==> src/rtl/i2c_slave_regfile.sv <==
// I2C target exposing a DEPTH x 8-bit register file. Latency: 2-flop bus sync, strobes one cycle after detection.
// Backpressure: none by default; `I2C_SLAVE_CLK_STRETCH_EN holds SCL low STRETCH_CYC clocks after each ACK slot.
module i2c_slave_regfile #(
  parameter logic [6:0] SLAVE_ADDR  = 7'h50,
  parameter int         DEPTH       = 16,
  parameter int         STRETCH_CYC = 8,
  localparam int        PTR_W       = $clog2(DEPTH)
) (
  input  logic             i2c_core_clk_i,
  input  logic             i2c_core_rst_i,
  input  logic             scl_i,
  input  logic             sda_i,
  output logic             sda_oe_o,
  output logic             scl_oe_o,
  output logic             start_o,
  output logic             stop_o,
  output logic [7:0]       rx_data_o,
  output logic             rx_valid_o,
  output logic [PTR_W-1:0] ptr_o,
  output logic             busy_o
);

  typedef enum logic [3:0] {
    IDLE, ADDR, ADDR_ACK, PTR, PTR_ACK, WR_DATA, WR_ACK, RD_DATA, RD_ACK, IGNORE
  } state_t;

  state_t     state, state_nxt;
  logic       scl_m, scl_s, scl_d, sda_m, sda_s, sda_d;
  logic       start_det, stop_det, scl_rise, scl_fall;
  logic [3:0] bit_cnt;
  logic [7:0] shreg, tx_sh;
  logic       rw, mst_nack;
  logic [7:0] regs [DEPTH];

  logic shift_en, ack_smp, cnt_clr, ack_on, ack_off, ptr_load, ptr_inc, wr_en;
  logic rd_load, rd_drive, tx_next, tx_rel;

  always_ff @(posedge i2c_core_clk_i or posedge i2c_core_rst_i) begin
    if (i2c_core_rst_i) begin
      {scl_m, scl_s, scl_d} <= 3'b111;
      {sda_m, sda_s, sda_d} <= 3'b111;
    end else begin
      {scl_m, scl_s, scl_d} <= {scl_i, scl_m, scl_s};
      {sda_m, sda_s, sda_d} <= {sda_i, sda_m, sda_s};
    end
  end

  assign start_det = scl_s & scl_d & sda_d & ~sda_s;
  assign stop_det  = scl_s & scl_d & ~sda_d & sda_s;
  assign scl_rise  = scl_s & ~scl_d;
  assign scl_fall  = ~scl_s & scl_d;

  always_ff @(posedge i2c_core_clk_i or posedge i2c_core_rst_i) begin
    if (i2c_core_rst_i) state <= IDLE;
    else                state <= state_nxt;
  end

  always_comb begin
    state_nxt = state;
    shift_en  = 1'b0;
    ack_smp   = 1'b0;
    cnt_clr   = 1'b0;
    ack_on    = 1'b0;
    ack_off   = 1'b0;
    ptr_load  = 1'b0;
    ptr_inc   = 1'b0;
    wr_en     = 1'b0;
    rd_load   = 1'b0;
    tx_next   = 1'b0;
    tx_rel    = 1'b0;
    // START wins over everything, including a coincident SCL edge
    if (start_det) begin
      state_nxt = ADDR;
      cnt_clr   = 1'b1;
    end else if (stop_det) begin
      state_nxt = IDLE;
    end else if (scl_rise) begin
      shift_en = (state == ADDR) || (state == PTR) || (state == WR_DATA) || (state == RD_DATA);
      ack_smp  = (state == RD_ACK);
    end else if (scl_fall) begin
      case (state)
        ADDR: if (bit_cnt == 4'd8) begin
          if (shreg[7:1] == SLAVE_ADDR) begin
            state_nxt = ADDR_ACK;
            ack_on    = 1'b1;
          end else begin
            state_nxt = IGNORE;
          end
        end
        ADDR_ACK: begin
          ack_off = 1'b1;
          cnt_clr = 1'b1;
          if (rw) begin
            state_nxt = RD_DATA;
            rd_load   = 1'b1;
          end else begin
            state_nxt = PTR;
          end
        end
        PTR: if (bit_cnt == 4'd8) begin
          state_nxt = PTR_ACK;
          ack_on    = 1'b1;
          ptr_load  = 1'b1;
        end
        PTR_ACK: begin
          state_nxt = WR_DATA;
          ack_off   = 1'b1;
          cnt_clr   = 1'b1;
        end
        WR_DATA: if (bit_cnt == 4'd8) begin
          state_nxt = WR_ACK;
          ack_on    = 1'b1;
          wr_en     = 1'b1;
        end
        WR_ACK: begin
          state_nxt = WR_DATA;
          ack_off   = 1'b1;
          cnt_clr   = 1'b1;
          ptr_inc   = 1'b1;
        end
        RD_DATA: begin
          if (bit_cnt == 4'd8) begin
            state_nxt = RD_ACK;
            tx_rel    = 1'b1;
            ptr_inc   = 1'b1;
          end else if (bit_cnt != 4'd0) begin
            tx_next = 1'b1;
          end
        end
        RD_ACK: begin
          cnt_clr = 1'b1;
          if (mst_nack) begin
            state_nxt = IGNORE;
          end else begin
            state_nxt = RD_DATA;
            rd_load   = 1'b1;
          end
        end
        default: ;
      endcase
    end
  end

`ifdef I2C_SLAVE_CLK_STRETCH_EN
  logic [7:0] stretch_cnt;
  logic       tx_pend, slot_end;

  assign slot_end = scl_fall & ~start_det & ~stop_det &
                    ((state == ADDR_ACK) || (state == PTR_ACK) || (state == WR_ACK) || (state == RD_ACK));
  // next read bit goes out on the same edge that lets SCL go
  assign rd_drive = tx_pend && (stretch_cnt == 8'd1);
  assign scl_oe_o = (stretch_cnt != 8'd0);

  always_ff @(posedge i2c_core_clk_i or posedge i2c_core_rst_i) begin
    if (i2c_core_rst_i) begin
      stretch_cnt <= 8'd0;
      tx_pend     <= 1'b0;
    end else begin
      if (slot_end)                 stretch_cnt <= 8'(STRETCH_CYC);
      else if (stretch_cnt != 8'd0) stretch_cnt <= stretch_cnt - 8'd1;
      if (start_det || stop_det) tx_pend <= 1'b0;
      else if (rd_load)          tx_pend <= 1'b1;
      else if (rd_drive)         tx_pend <= 1'b0;
    end
  end
`else
  assign rd_drive = rd_load;
  assign scl_oe_o = 1'b0;
`endif

  always_ff @(posedge i2c_core_clk_i or posedge i2c_core_rst_i) begin
    if (i2c_core_rst_i) begin
      bit_cnt    <= 4'd0;
      shreg      <= 8'h00;
      tx_sh      <= 8'h00;
      rw         <= 1'b0;
      mst_nack   <= 1'b1;
      sda_oe_o   <= 1'b0;
      start_o    <= 1'b0;
      stop_o     <= 1'b0;
      rx_data_o  <= 8'h00;
      rx_valid_o <= 1'b0;
      ptr_o      <= '0;
      busy_o     <= 1'b0;
      for (int i = 0; i < DEPTH; i++) regs[i] <= 8'h00;
    end else begin
      start_o    <= start_det;
      stop_o     <= stop_det;
      rx_valid_o <= 1'b0;
      if (start_det)     busy_o <= 1'b1;
      else if (stop_det) busy_o <= 1'b0;

      if (cnt_clr) begin
        bit_cnt <= 4'd0;
      end else if (shift_en) begin
        bit_cnt <= bit_cnt + 4'd1;
        shreg   <= {shreg[6:0], sda_s};
      end
      if (ack_smp) mst_nack <= sda_s;
      if (ack_on && state == ADDR) rw <= shreg[0];

      if (wr_en) begin
        regs[ptr_o] <= shreg;
        rx_data_o   <= shreg;
        rx_valid_o  <= 1'b1;
      end
      if (ptr_load)     ptr_o <= shreg[PTR_W-1:0];
      else if (ptr_inc) ptr_o <= ptr_o + PTR_W'(1);

      if (start_det || stop_det) begin
        sda_oe_o <= 1'b0;
      end else if (ack_on) begin
        sda_oe_o <= 1'b1;
      end else if (rd_drive) begin
        sda_oe_o <= ~regs[ptr_o][7];
        tx_sh    <= {regs[ptr_o][6:0], 1'b0};
      end else if (ack_off || tx_rel) begin
        sda_oe_o <= 1'b0;
      end else if (tx_next) begin
        sda_oe_o <= ~tx_sh[7];
        tx_sh    <= {tx_sh[6:0], 1'b0};
      end
    end
  end

endmodule

==> config.mk <==
export PLATFORM = sky130hd
export DESIGN_NAME = i2c_slave_regfile
export DESIGN_NICKNAME = d
export VERILOG_FILES = /design/src/rtl/i2c_slave_regfile.sv
export SDC_FILE = /design/constraint.sdc
export NUM_CORES = 1
export LEC_CHECK = 0
export ABC_AREA = 1
export CELL_PAD_IN_SITES_DETAIL_PLACEMENT = 0
export CELL_PAD_IN_SITES_GLOBAL_PLACEMENT = 1
export CORE_MARGIN = 8
export CORE_UTILIZATION = 42
export DETAILED_ROUTE_END_ITERATION = 10
export PLACE_DENSITY = 0.83
export SYNTH_ARGS = -nofsm -noshare
export SYNTH_HDL_FRONTEND = slang
export SYNTH_SLANG_ARGS = --single-unit
==> constraint.sdc <==
create_clock -name i2c_core_clk_i -period 5.6 [get_ports i2c_core_clk_i]
set_clock_uncertainty 0.15 [all_clocks]
set_input_delay 1.12 -clock i2c_core_clk_i [delete_from_list [all_inputs] [get_ports i2c_core_clk_i]]
set_output_delay 1.12 -clock i2c_core_clk_i [all_outputs]
set_load 0.03 [all_outputs]
## Word-level counts from Yosys, hierarchy flattened

Cells that the tools add are included.

- RAM bits: 0
- ROM bits: 0
- Memories kept: 0
- Output and inout bits: 18
- Latch bits: 0
- Register bits after elaboration: 177

- Muxes and demuxes: 91
- Reductions and logical operators: 22
- Divide/modulo/power cells: 0
- Add/subtract/negate cells: 2
- Equality and inequality tests: 16
- Multiply operators: 0
- $lt $le $gt $ge: 2
- Shift-type cells: 0
- Bitwise logic cells: 17

Operators with widths:

| kind | number |
|---|---|
| 128-bit bitwise mux | 1 |
| 1-bit two-way mux | 63 |
| 4-bit two-way mux | 14 |
| 8-bit two-way mux | 6 |
| 8-bit binary-select mux with 4-bit select | 1 |
| 8-bit demux with 4-bit select | 1 |
| 4-bit one-hot mux with 7 select lines | 1 |
| 4-bit by 3-bit == test with 1-bit output, second input constant | 4 |
| 4-bit by 3-bit inequality test with 1-bit output, second input constant | 3 |
| 1-bit NOT | 9 |
| 9-bit nonzero test | 1 |
| 4-bit by 1-bit adder with 4-bit output, second input constant | 2 |
| 4-bit by 2-bit == test with 1-bit output, second input constant | 2 |
| 4-bit == test, second input constant | 2 |
| 2-bit nonzero test | 4 |
| 1-bit AND | 7 |
| 7-bit == test, second input constant | 1 |
| 7-bit AND reduction | 1 |
| 1-bit one-hot mux with 2 select lines | 3 |
| 5-bit greater-or-equal comparator, second input constant | 1 |
| 1-bit logical OR | 5 |
| 5-bit by 1-bit less-than comparator with 1-bit output, second input constant | 1 |
| 4-bit NOT with 5-bit output | 1 |
| 5-bit nonzero test | 1 |
| 13 further kinds | 15 |

## Longest topological paths before layout

Gate-level depths: netlist of the first run.

- Word-level depth: 13
- Mapped depth: 12
- Gate-level depth less buffers: 12

## Worst setup path after synthesis of the first run

No wires, ideal clock.

- Path type: flip-flop to flip-flop
- Start point: reg ptr_o[0]
- End point: reg regs[47] (netlist name)
- Arrival: 2.088 ns
- Path buffers: 3
- Library setup time: 0.134 ns
- Stages on the path, launching flop included: 9
- Path slack: 3.228 ns
- Data required time: 5.316 ns
- Path through: dfrtp_1 inv_1 clkbuf_1 clkbuf_1 ha_1 nand3_1 buf_2 nand2_1 o21ai_0

- Longest elaborated chain between the ends: 6
- Elaborated cells between the ends (all ways): 7
- Those cells by class: order compare (2); mux (3); bitwise (1); reduce/logical (1)

RTL lines:

| what | RTL line | RTL |
|---|---|---|
| from (decl) | 19 | `output logic [PTR_W-1:0] ptr_o,` |
| from (signal assigned) | 207 | `if (ptr_load) ptr_o <= shreg[PTR_W-1:0];` |
| from (signal assigned) | 208 | `else if (ptr_inc) ptr_o <= ptr_o + PTR_W'(1);` |
| 4-bit NOT with 5-bit output (not written as such) (*) | 203 | `regs[ptr_o] <= shreg;` |
| 5-bit greater-or-equal comparator (not written as such) or 5-bit by 1-bit less-than comparator with 1-bit output (tied branches) | 203 |  |
| 1-bit logical AND (not written as such) | 203 |  |
| 8-bit two-way mux (not written as such) | 203 |  |
| 8-bit demux with 4-bit select (*) | 203 |  |
| 128-bit bitwise mux (*) | 203 |  |
| to (signal, indexed assignment) | 203 |  |
| to (decl) | 33 | `logic [7:0] regs [DEPTH];` |

Mark *: on every way between the ends. The rest lies on a longest branch, timed or not.
A chain may end at the register's enable or synchronous reset.

## Final worst setup path of the first run

- Start point: reg ptr_o[0]
- End point: out ptr_o[0]

No word-level cell between the ends.

==> metrics.md, run 1 <==
| Metric | Value |
|---|---|
| Gr usage total | `0.178` |
| Worst Tran Pin Value | `between 0.8 and 0.9 ns` |
| Synth Register Bits | `approximately 180` |
| Vias in the first global route | `6362` |
| Endpoint class of the critical path | `output port` |
| GR Util met3 | `0.0347` |
| Drt drc | `0` |
| CTS tree | `built` |
| Chip width | `158 µm` |
| Vias | `6628` |
| Worst Hold Class | `reg2reg` |
| Critical Path RT | `4.33 ns` |
| Avg Inst Size Synth | `8.00 µm²` |
| Post-route ant nets | `0` |
| Initial antenna violation count | `0` |
| Sequential area share after synthesis | `0.524` |
| Synth top area share | `0.502` |
| Setup-failing EPs final | `0` |
| Layout cells sized above 1 | `0.0679` |
| Post-synth EDFFs | `0` |
| Synth Cell Area | `8420 µm²` |
| GR peak layer | `met2` |
| Setup_tns | `0 ns` |
| Layout area overhead | `10.5%` |
| Synth warn | `0` |
| Die H | `158 µm` |
| Buffers on Ports | `20` |
| Full die area | `24800 µm²` |
| Final Wtd Congestion | `0.809` |
| Arr. time, crit path | `2.26 ns` |
| Max Cap Viol | `0` |
| Initial core utilization | `0.422` |
| H-tree levels | `4` |
| Number of distinct library cells after synthesis | `34` |
| Worst hold slack | `roughly 0.21 ns` |
| Leak Pwr | `4.30 nW` |
| Slew HR | `0.409` |
| Synth async-reset ratio | `1.00` |
| Pwr/cell area | `315 nW/µm²` |
| Status | `finished clean` |
| CTS buffer count | `17` |
| Final WL | `roughly 21 mm` |
| I/O pins | `22` |
| 1st-pass router iterations | `5` |
| Initial DRC count | `617` |
| Vias per cell | `4.98` |
| Fill cell count | `between 2000 and 2500` |
| Crit path max fanout | `69` |
| Hold Fails Final Rpt | `0` |
| Pins Over Slew Limit | `0` |
| Row count | `52` |
| Diode count | `0` |
| Synth area leader | `dfrtp_1` |
| Period Utilization, post-route | `0.630` |
| Clock Latency Late Sink | `0.44 ns` |
| Hold buffers post-CTS | `0` |
| Post-CTS Resized | `0` |
| M2 GR Usage | `0.274` |
| DP HPWL | `between 10 and 15 mm` |
| Total core area | `20000 µm²` |
| Crit start category | `flop` |
| Global-route met1 utilization | `0.252` |
| Achievable frequency | `around 280 MHz` |
| Syn nets | `1063` |
| First-pass GRT wire length | `34.5 mm` |
| CTS clk-pin slew, worst paths | `0.07 ns` |
| Largest cells by area after synthesis | `dfrtp_1 (50%), nand2_1 (18%), o21ai_0 (8.7%)` |
| Peak supply drop | `about 0.31 mV` |
| Ys flop type | `dfrtp_1` |
| Clock sink count | `approximately 180` |
| Largest net degree at the start of global routing | `89` |
| Fin crit period | `3.53 ns` |
| Final nets | `1057` |
| GRT overflow | `0` |
| Synth Instances | `approximately 1100` |
| RSZ-0062 raised after global routing | `no` |
| Power Total | `2.93 mW` |
| Setup Fix Bufs, Post-CTS | `0` |
| Max clock buf depth | `2` |
| Drt wl/cell | `15.6 µm` |
| Critical path class | `reg2out` |
| Root Buffer | `clkbuf_16` |
[layout make-up]
| cell class | count | area (µm²) | share of cell area |
|---|---|---|---|
| Clock inverter | 14 | 148 | 0.0159 |
| Tap cell | 270 | 338 | 0.0363 |
| Inverter | 84 | 319 | 0.0343 |
| Timing Repair Buffer | 28 | 273 | 0.0293 |
| Multi-Input combinational cell | 740 | 3390 | 0.364 |
| Clock buffer | 18 | 429 | 0.0461 |
| Sequential cell | 176 | 4410 | 0.474 |
[synth_stat cells (2+ instances only)]
cell type and number:
a21oi_1 24, buf_1 8, buf_2 8, buf_6 10, clkbuf_1 24, dfrtp_1 169
dfstp_2 7, ha_1 6, inv_1 82, inv_2 2, nand2_1 394, nand3_1 71
nand3_4 9, nand3b_1 2, nand4_1 5, nor2_1 41, nor2_4 2, nor3_1 5
o21ai_0 147, o21ai_1 13, o22ai_1 2, or2_2 7, xor2_1 4
[layout by cell type (no fill, tap or decap), types with 2 or more instances in the layout]
master and n:
nand2_1 394, dfrtp_1 168, o21ai_0 147, inv_1 80, nand3_1 71, nor2_1 41, a21oi_1 24, clkdlybuf4s50_1 20
clkbuf_16 17, o21ai_1 13, nand3_4 9, or2_2 7, dfstp_2 7, buf_4 7, ha_1 6, inv_6 6
nor3_1 5, nand4_1 5, xor2_1 4, inv_8 4, inv_2 3, clkinvlp_4 3, nor2_4 2, o22ai_1 2
nand3b_1 2
[registers in the layout, indices dropped and copies added, names as in the netlist]
name / count
bit_cnt: 4
busy_o: 1
mst_nack: 1
ptr_o: 4
regs: 128
rw: 1
rx_data_o: 8
rx_valid_o: 1
scl_d: 1
scl_m: 1
scl_s: 1
sda_d: 1
sda_m: 1
sda_oe_o: 1
sda_s: 1
shreg: 8
start_o: 1
state: 4
stop_o: 1
tx_sh: 7
[logic make-up (layout without fill, tap and decap cells)]
family | after synthesis | in the layout | share of synthesized area
compound gates | 190 | 190 | 0.115
xor+xnor | 4 | 4 | 0.00416
fa+ha+maj | 6 | 6 | 0.00891
buf+inv | 137 | 144 | 0.0737
flops | 176 | 176 | 0.524
other cells | 1 | 1 | 0.000445
simple gates | 539 | 539 | 0.274
[per-stage QoR]
stage / instance area [µm²] / worst slack (ns) / std cells / util
final: 9310 / 2.07 / 1330 / 0.466
after global routing: 9310 / 2.00 / 1330 / 0.466
after CTS: 9310 / 2.05 / 1330 / 0.466
after detailed placement: 8730 / 2.53 / 1298 / 0.437
after global placement: 8730 / 2.53 / 1298 / 0.437
after floorplan: 8430 / 2.08 / 1053 / -
[layer usage]
layer	routed length [µm]	vias up
met3	895	11
met2	9450	130
met4	218	0
li1	-	3348
met1	10200	3139
met5	0	-
[power by group]
group          switching (mW)  leakage, nW  internal [mW]
sequential             0.0457         2.42           1.33
clock                   0.556        0.280          0.633
combinational           0.308         1.60         0.0612
total                   0.909         4.30           2.02
[worst max-delay path: stages (launching register included)]
cell	delay [ns]
dfrtp_2	0.36
buf_4	0.62
clkdlybuf4s50_1	0.83
[path summary, 6_finish.rpt]
| kind | startpoint | endpoint | slack, ns | depth (start not counted) |
|---|---|---|---|---|
| worst max-delay path | ptr_o[0]$_DFFE_PP0P_ | ptr_o[0] | 2.07 | 2 |
| worst min-delay path | sda_m$_DFF_PP1_ | sda_s$_DFF_PP1_ | 0.21 | 0 |
| worst max register to register | ptr_o[0]$_DFFE_PP0P_ | regs[57]$_DFFE_PP0P_ | 2.79 | 5 |
| worst min register to register | sda_m$_DFF_PP1_ | sda_s$_DFF_PP1_ | 0.21 | 0 |
| max in group asynchronous | i2c_core_rst_i | ptr_o[0]$_DFFE_PP0P_ | 3.53 | 3 |
| min in group asynchronous | i2c_core_rst_i | rx_data_o[7]$_DFFE_PP0P_ | 0.85 | 2 |
No activity file was read; power rests on OpenSTA's default activity.
==> inputs of run 2 (changes only) <==
- clock period: 5.6 -> 2.9 ns (I/O delays scaled with it)
==> metrics.md, run 2 (same netlist as run 1, synthesis figures left out) <==
| Metric | Value |
|---|---|
| Status | `finished clean` |
| Layout cells sized above 1 | `0.0784` |
| Clock Latency Late Sink | `around 0.43 ns` |
| Final nets | `1068` |
| Regs by FF count | `regs x128, rx_data_o x8, shreg x8` |
| H-tree levels | `4` |
| Slew HR | `0.460` |
| Max clock buf depth | `2` |
| Vias per cell | `5.01` |
| Fin crit period | `between 2 and 2.5 ns` |
| Peak supply drop | `0.477 mV` |
| Largest net degree at the start of global routing | `88` |
| Layout area overhead | `12.0%` |
| Gr usage total | `0.182` |
| Placed inst area | `8840 µm²` |
| Hold Fails Final Rpt | `0` |
| Buffers on Ports | `20` |
| Setup WS pre-CTS | `0.404 ns` |
| Initial DRC count | `559` |
| GRT overflow | `0` |
| Period Utilization, post-route | `0.856` |
| Initial antenna violation count | `0` |
| Delay-heaviest family, CP | `simple AND/OR/NAND/NOR gates` |
| Crit start category | `flop` |
| Arr. time, crit path | `between 2 and 3 ns` |
| Total core area | `20000 µm²` |
| Row count | `52` |
| Max incr delay on CP | `about 0.44 ns` |
| Cell Chain, Critical Path | `inv_1 > ha_1 > inv_1 > nor2_1 > nand2_1 > nor3_4 > buf_4 > nand3_4 > nand2_1 > o21ai_0` |
| Root Buffer | `clkbuf_16` |
| Sw Pwr | `1.78 mW` |
| Most flops, register | `regs` |
| RSZ-0062 raised after global routing | `no` |
| Clock group share of total power | `0.404` |
| Leak Pwr | `4.37 nW` |
| Cell area after layout | `between 9000 and 10000 µm²` |
| Pwr/cell area | `roughly 610 nW/µm²` |
| Multi-input logic area | `3390 µm²` |
| Fill cell count | `2006` |
| Achievable frequency | `403 MHz` |
| Full die area | `24800 µm²` |
| Post-CTS Resized | `0` |
| Setup ws final | `0.419 ns` |
| Drt wl/cell | `15.5 µm` |
| 1st-pass router iterations | `8` |
| Max Cap Viol | `0` |
| Die H | `158 µm` |
| FF/Latch Area | `4410 µm²` |
| Clock sink count | `176` |
| Combinational share of power | `0.132` |
| Setup Fix Bufs, Post-CTS | `0` |
| First-pass GRT wire length | `35.3 mm` |
| CTS tree | `built` |
| Endpoint class of the critical path | `flop` |
| Final WL | `20.8 mm` |
| Net Sw Frac | `0.311` |
| P_int | `3.93 mW` |
| Initial core utilization | `0.422` |
| Crit path max fanout | `16` |
| Diode count | `0` |
| CTS clk-pin slew, worst paths | `0.08 ns` |
| Pins Over Slew Limit | `0` |
| Hold buffers post-CTS | `0` |
| Vias | `6717` |
| Register share of total power | `0.463` |
| Vias in the first global route | `6528` |
| Commonest cells after routing, fill and taps aside | `nand2_1 (394), dfrtp_1 (168), o21ai_0 (147), inv_1 (80), nand3_1 (71)` |
| Worst Hold Class | `reg2reg` |
| Most common library cell in the layout ignoring fill and taps | `nand2_1` |
| Setup-failing EPs final | `0` |
| Final Wtd Congestion | `between 0.7 and 0.8` |
| CTS buffer count | `17` |
| DP HPWL | `around 13 mm` |
| Drt drc | `0` |
| Chip width | `approximately 160 µm` |
| Final Core Density | `0.472` |
| Critical path class | `reg2reg` |
| Post-route ant nets | `0` |
| Worst path slowest cell | `nor3_4` |
| I/O pins | `22` |
| Largest register FFs | `128` |
| Worst Tran Pin Value | `0.809 ns` |
| Critical Path RT | `3.03 ns` |
| Crit path buf inv count | `3` |
## run 2: cell count changes in the layout (fill, tap and decap cells not counted), sizes merged
cell	before	now
clkinv	1	4
inv	93	91
buf	8	19
clkbuf	18	17
## run 2: final timing paths
check,from,end,slack [ns],depth (start not counted)
setup / recovery,bit_cnt[0]$_DFFE_PP0P_,regs[100]$_DFFE_PP0P_,0.42,10
hold / removal,scl_m$_DFF_PP1_,scl_s$_DFF_PP1_,0.21,0
setup reg to reg,bit_cnt[0]$_DFFE_PP0P_,regs[100]$_DFFE_PP0P_,0.42,10
hold reg to reg,scl_m$_DFF_PP1_,scl_s$_DFF_PP1_,0.21,0
max in group asynchronous,i2c_core_rst_i,regs[7]$_DFFE_PP0P_,1.43,3
min in group asynchronous,i2c_core_rst_i,rx_data_o[5]$_DFFE_PP0P_,0.35,2
## run 2: power by group through the flow
stage          clock network [mW]  logic, mW  registers, mW
3_3_place_gp                    0      0.763           2.69
4_1_cts                      2.35      0.771           2.64
6_report                     2.31      0.756           2.64
3_5_place_dp                    0      0.767           2.69
2_1_floorplan                   0      0.429           2.68
5_1_grt                      2.45      0.843           2.66
## run 2: final cells by class
| type | instances | area share |
|---|---|---|
| repair buffers | 39 | 0.0403 |
| clock inverters | 15 | 0.0174 |
| well taps | 270 | 0.0358 |
| multi-input cells | 740 | 0.360 |
| clock buffers | 17 | 0.0451 |
| flip-flops and latches | 176 | 0.468 |
| inverters | 84 | 0.0338 |
## run 2: through the flow
stage	cells	total power [mW]	hold WS, ns	TNS, ns
detailed placement	1309	3.46	0.198	0
global placement	1309	3.45	0.196	0
CTS	1341	5.77	0.209	0
floorplan	1053	3.11	0.195	-13.00
global route	1341	5.95	0.212	0
finish	1341	5.71	0.207	0
## run 2: metal layers
metal | up-vias | track usage | share of wire | routed length (µm)
met5 | - | 0 | 0 | 0
met4 | 0 | 0.0535 | 0.016 | 325
met3 | 23 | 0.0281 | 0.035 | 724
met2 | 122 | 0.284 | 0.46 | 9470
met1 | 3201 | 0.256 | 0.49 | 10300
li1 | 3371 | - | - | -
